**src/rtl/memctrl_ref_pkg.sv**
```systemverilog
// Shared types and default constants for the memory-controller refresh scheduler.
package memctrl_ref_pkg;

    // Request handshake states: wait for work, hold request, forced deassert cycle.
    typedef enum logic [1:0] {
        ST_IDLE = 2'd0,
        ST_REQ  = 2'd1,
        ST_GAP  = 2'd2
    } ref_state_t;

    localparam int REF_INTERVAL_DEF = 64;
    localparam int MAX_PEND_DEF     = 8;
    localparam int URGENT_TH_DEF    = 6;

endpackage

```
**src/rtl/ref_tick_gen.sv**
```systemverilog
// Derives drift-free refresh ticks from a free-running counter value.
// The mark advances by exactly REF_INTERVAL per tick, so late detection never accumulates
// drift. The modular subtraction makes the counter wrap transparent.
module ref_tick_gen #(
    parameter int CNT_W        = 16,
    parameter int REF_INTERVAL = 64
) (
    input  logic             clk,
    input  logic             rst,
    input  logic             en,
    input  logic [CNT_W-1:0] binary,
    output logic             tick
);

    localparam logic [CNT_W-1:0] INTERVAL = CNT_W'(REF_INTERVAL);

    logic             en_d;
    logic [CNT_W-1:0] last_mark;
    logic [CNT_W-1:0] delta;

    assign delta = binary - last_mark;
    assign tick  = en & en_d & (delta >= INTERVAL);

    // Resync the mark on enable rise, otherwise step it one interval per tick.
    always_ff @(posedge clk or posedge rst) begin
        if (rst) begin
            en_d      <= 1'b0;
            last_mark <= '0;
        end else begin
            en_d <= en;
            if (en & ~en_d)
                last_mark <= binary;
            else if (tick)
                last_mark <= last_mark + INTERVAL;
        end
    end

endmodule

```
**src/rtl/refresh_scheduler.sv**
```systemverilog
// Refresh scheduler: queues periodic refresh obligations and issues them over req/ack.
// Optional macro REF_STAT_EN adds stat_issued (saturating accepted count) and
// stat_peak (highest pending count seen).
module refresh_scheduler
    import memctrl_ref_pkg::*;
#(
    parameter int CNT_W        = 16,
    parameter int REF_INTERVAL = REF_INTERVAL_DEF,
    parameter int MAX_PEND     = MAX_PEND_DEF,
    parameter int URGENT_TH    = URGENT_TH_DEF,
    parameter int PEND_W       = 4
) (
    input  logic              clk,
    input  logic              rst,
    input  logic              en,
    input  logic [CNT_W-1:0]  binary,
    input  logic              ref_ack,
    output logic              ref_req,
    output logic              ref_urgent,
    output logic [PEND_W-1:0] pend_cnt,
    output logic              ovf_err
`ifdef REF_STAT_EN
    ,
    output logic [15:0]       stat_issued,
    output logic [PEND_W-1:0] stat_peak
`endif
);

    localparam logic [PEND_W-1:0] PEND_MAX = PEND_W'(MAX_PEND);
    localparam logic [PEND_W-1:0] PEND_URG = PEND_W'(URGENT_TH);

    ref_state_t        state, state_nxt;
    logic              tick;
    logic              accept;
    logic              ovf_set;
    logic [PEND_W-1:0] pend_nxt;

    ref_tick_gen #(
        .CNT_W        (CNT_W),
        .REF_INTERVAL (REF_INTERVAL)
    ) u_tick (
        .clk    (clk),
        .rst    (rst),
        .en     (en),
        .binary (binary),
        .tick   (tick)
    );

    // An ack only counts while a request is actually outstanding.
    assign accept = (state == ST_REQ) & ref_ack;

    // Pending queue arithmetic; a tick into a full queue is dropped and flagged.
    always_comb begin
        pend_nxt = pend_cnt;
        ovf_set  = 1'b0;
        if (tick & ~accept) begin
            if (pend_cnt == PEND_MAX)
                ovf_set = 1'b1;
            else
                pend_nxt = pend_cnt + 1'b1;
        end else if (accept & ~tick) begin
            pend_nxt = pend_cnt - 1'b1;
        end
    end

    // Pending count, registered urgency and sticky overflow.
    always_ff @(posedge clk or posedge rst) begin
        if (rst) begin
            pend_cnt   <= '0;
            ref_urgent <= 1'b0;
            ovf_err    <= 1'b0;
        end else begin
            pend_cnt   <= pend_nxt;
            ref_urgent <= (pend_nxt >= PEND_URG);
            ovf_err    <= ovf_err | ovf_set;
        end
    end

    // Handshake state register.
    always_ff @(posedge clk or posedge rst) begin
        if (rst)
            state <= ST_IDLE;
        else
            state <= state_nxt;
    end

    // Next state and request output; GAP forces one low cycle between requests.
    always_comb begin
        state_nxt = state;
        ref_req   = 1'b0;
        case (state)
            ST_IDLE: if (pend_cnt != '0) state_nxt = ST_REQ;
            ST_REQ: begin
                ref_req = 1'b1;
                if (ref_ack) state_nxt = ST_GAP;
            end
            ST_GAP:  state_nxt = ST_IDLE;
            default: state_nxt = ST_IDLE;
        endcase
    end

`ifdef REF_STAT_EN
    // Saturating issued count and high-water mark of the queue.
    always_ff @(posedge clk or posedge rst) begin
        if (rst) begin
            stat_issued <= '0;
            stat_peak   <= '0;
        end else begin
            if (accept && stat_issued != 16'hFFFF)
                stat_issued <= stat_issued + 16'd1;
            if (pend_nxt > stat_peak)
                stat_peak <= pend_nxt;
        end
    end
`endif

endmodule
```
**config.mk**
```make
export PLATFORM = sky130hd
export DESIGN_NAME = refresh_scheduler
export DESIGN_NICKNAME = d
export VERILOG_FILES = /design/src/rtl/memctrl_ref_pkg.sv /design/src/rtl/ref_tick_gen.sv /design/src/rtl/refresh_scheduler.sv
export SDC_FILE = /design/constraint.sdc
export NUM_CORES = 1
export LEC_CHECK = 0
export CORE_MARGIN = 1
export CORE_UTILIZATION = 45
export CTS_BUF_LIST = sky130_fd_sc_hd__clkbuf_2 sky130_fd_sc_hd__clkbuf_4 sky130_fd_sc_hd__clkbuf_8
export CTS_CLUSTER_SIZE = 24
export DETAILED_ROUTE_END_ITERATION = 16
export GPL_TIMING_DRIVEN = 0
export PLACE_DENSITY = 0.67
export SETUP_SLACK_MARGIN = 0.3
export SKIP_LAST_GASP = 1
export SYNTH_ARGS = -nofsm -noshare
export SYNTH_HDL_FRONTEND = slang
export SYNTH_SLANG_ARGS = --single-unit
```
**constraint.sdc**
```tcl
create_clock -name clk -period 3.35 [get_ports clk]
set_input_delay 0.67 -clock clk [delete_from_list [all_inputs] [get_ports clk]]
set_output_delay 0.67 -clock clk [all_outputs]
set_load 0.02 [all_outputs]
```
==> flow_metrics.env <==
export IMPL_clk_path_buf_depth=2
export IMPL_holdWs_ps=443
export IMPL_skew_ps=7.16
export IMPL_slew_headroom_pct=37.1
export IMPL_wl_per_cell_um=15.9
export IMPL_critPathMaxFanout=6
export IMPL_die_x_um=71.1
export IMPL_synth_warnings=0
export IMPL_nets=352
export IMPL_drv_cap=0
export IMPL_antenna_left=0
export IMPL_core_area_sq_mm=0.00447
export IMPL_grtUsageTotal_pct=23.8
export IMPL_fin_crit_ps=3130
export IMPL_clockRootBuffer="clkbuf_8"
export IMPL_antenna_cells=0
export IMPL_grt_pass1_vias=2131
export IMPL_io_pins=27
export IMPL_hold_viol_final=0
export IMPL_syn_area_per_cell_sq_um=8.36
export IMPL_clk_pin_slew_ps=90
export IMPL_fill_cells=343
export IMPL_routed_wl_um=5780
export IMPL_ys_dominant_reg_cell="dfrtp_1"
export IMPL_syn_instance_count=257
export IMPL_syn_area_sq_mm=0.00215
export IMPL_final_setup_viol_count=0
export IMPL_ir_worst_vdd_uv=438
export IMPL_run_status="finished, violations left"
export IMPL_power_density_mw_per_mm2=547
export IMPL_end_kind="flop"
export IMPL_drc=2
export IMPL_layout_drive_gt1_share_pct=33.8
export IMPL_row_count=24
export IMPL_p_leak_nw=1.32
export IMPL_finalPower_mw=1.76
export IMPL_netlist_cell_type_count=55
export IMPL_via_per_inst=5.74
export IMPL_ff_latch_area_sq_um=626
export IMPL_portBuffers=26
export IMPL_grt_pass1_wl_um=9560
export IMPL_cts_buffers=3
export IMPL_dr_total_vias=2084
export IMPL_violations="DRC"
export IMPL_gp_congestion=0.898
export IMPL_synth_edf_count=0
export IMPL_die_area_sq_mm=0.00506
export IMPL_worstPathRequired_ps=3570
export IMPL_htreeDepth=1
export IMPL_max_freq_mhz=320
export IMPL_cts_tree="yes"
export IMPL_syn2layout_area_growth_pct=49.9
export IMPL_multi_input_area_sq_mm=0.00182
export IMPL_die_h_um=71.1
export IMPL_grt_overflow=0
export IMPL_start_util_pct=48.0
export IMPL_fin_crit_sh_pct=93.4
export IMPL_ys_ff_latch=25
export IMPL_hp_class="reg2reg"
export IMPL_hpwl_um=3770
export IMPL_synth_seq_area_share_pct=29.1
export IMPL_syn_num_nets=297
export IMPL_cp_arrival_ps=3350
export IMPL_slew_viol_final=0
export IMPL_antenna_found_initial=0
export IMPL_dr_first_iter_drc_count=117
export IMPL_rsz0062_at_grt="yes"
export IMPL_dr_pass1_iters=10
export IMPL_clock_latency_ps=270
export IMPL_criticalPathCategory="in2reg"
export IMPL_grt_max_degree=26
export IMPL_clock_sinks=25
export IMPL_start_kind="input port"
export IMPL_tightest_slew_ps=942
export IMPL_async_reset_ff_share_pct=100
[flip-flops by register name (all words and copies together), names as in the netlist]
| name | cells |
|---|---|
| pend_cnt | 4 |
| u_tick.en_d | 1 |
| ref_urgent | 1 |
| u_tick.last_mark | 16 |
| ovf_err | 1 |
| state | 2 |
[kinds of logic (layout without fill, tap and decap cells)]
family                   count (synthesis)  count (layout)  share of synthesized area (%)
flip-flops                              25              25                           29.1
AND/OR/NAND/NOR                         83              83                           20.0
XOR/XNOR                                13              13                           5.65
multiplexers                             5               5                           2.39
buffers and inverters                   36              90                           6.34
adder cells (fa/ha/maj)                 20              20                           12.0
AO/OA/AOI/OAI                           75              75                           24.6
[layout make-up]
class,count,share of cell area (%)
Multi-Input combinational cell,196,56.5
Inverter,26,3.03
Clock buffer,3,1.28
Tap cell,52,2.02
Timing Repair Buffer,50,14.3
Sequential cell,25,19.4
Clock inverter,1,0.233
Buffer,10,3.22
[cell usage in the layout (no fill, tap or decap), drive strengths merged, types with 3 or more instances in the layout]
cell type / netlist / final
inv: 26 / 26
dfrtp: 25 / 25
o22ai: 4 / 4
nand3: 8 / 8
nor3: 3 / 3
a21o: 4 / 4
a21oi: 17 / 17
nor4: 4 / 4
dlygate4sd2: 0 / 5
clkbuf: 9 / 12
clkdlybuf4s15: 0 / 3
o211ai: 3 / 3
nand2: 37 / 37
clkdlybuf4s50: 0 / 11
nor2b: 6 / 6
mux2i: 4 / 4
buf: 1 / 32
or3: 3 / 3
nor2: 9 / 9
ha: 19 / 19
nand4: 4 / 4
xnor2: 13 / 13
o21ai: 26 / 26
[what timing repair did]
| item | in CTS | in global routing |
|---|---|---|
| pin swaps | 40 | 32 |
| gates cloned | 1 | 0 |
| gates resized for setup | 102 | 32 |
| buffers inserted | 19 | 4 |
| hold buffers | 0 | 0 |
| setup endpoints to repair | 16 | 15 |
[Yosys cell counts (all sizes together), types with 3 or more instances]
cell type  number  area share [%]
clkbuf          9             1.6
ha             19              11
nand4           4             1.9
a21oi          17             4.1
nor2b           6             1.7
nand3           8             2.1
mux2i           4             1.9
nor4            4             1.5
nor2            9             1.6
o211ai          3             1.0
o21ai          26             6.1
o22ai           4             1.2
xnor2          13             5.6
nand2          37             6.6
nor3            3            0.70
or3             3            0.87
inv            26             4.5
a21o            4             1.4
dfrtp          25              29
[critical path, stage by stage]
cell           delay (ps)
dlygate4sd2_1         250
ha_1                  290
clkbuf_8              150
nand2_1               110
or3_4                 410
o22ai_2               110
nor3_1                 80
and4b_1               240
nand4_4               120
buf_6                 130
nand3_4               100
or3_4                 420
o311ai_4              100
a21o_1                150
[per-stage QoR]
| stage | utilization [%] | setup TNS, ps | std cells | instance area (sq um) | setup slack, ps |
|---|---|---|---|---|---|
| after global routing | 72.0 | 0 | 363 | 3220 | 99.8 |
| final | 72.0 | 0 | 363 | 3220 | 222 |
| after detailed placement | 57.1 | -5410 | 335 | 2560 | -514 |
| after floorplan | - | 0 | 257 | 2230 | 305 |
| after CTS | 68.8 | 0 | 359 | 3080 | 206 |
| after global placement | 57.1 | -4400 | 335 | 2560 | -454 |
[worst paths after layout]
check	startpoint	end	slack (ps)	cells past startpoint
hold reg to reg	state[1]	state[0]	440	1
hold / removal	state[1]	state[0]	440	1
setup / recovery	binary[13]	ref_urgent	220	14
min in group asynchronous	rst	ovf_err	900	2
max in group asynchronous	rst	u_tick.last_mark[13]	1870	2
setup reg to reg	u_tick.last_mark[1]	ref_urgent	340	13
[metal layers]
layer	global-route usage, %	part of all wire, %	vias to the layer above
met5	0	0	-
met4	6.22	1.1	0
met3	4.42	3.9	7
met2	43.2	51	52
met1	28.9	44	1006
li1	-	-	1019
[power breakdown]
part           switching [mW]  leakage (nW)  internal (mW)
clock                  0.0958        0.0217         0.0843
combinational           0.564         0.997          0.553
sequential             0.0873         0.303          0.379
No activity file was read; power rests on OpenSTA's default activity.
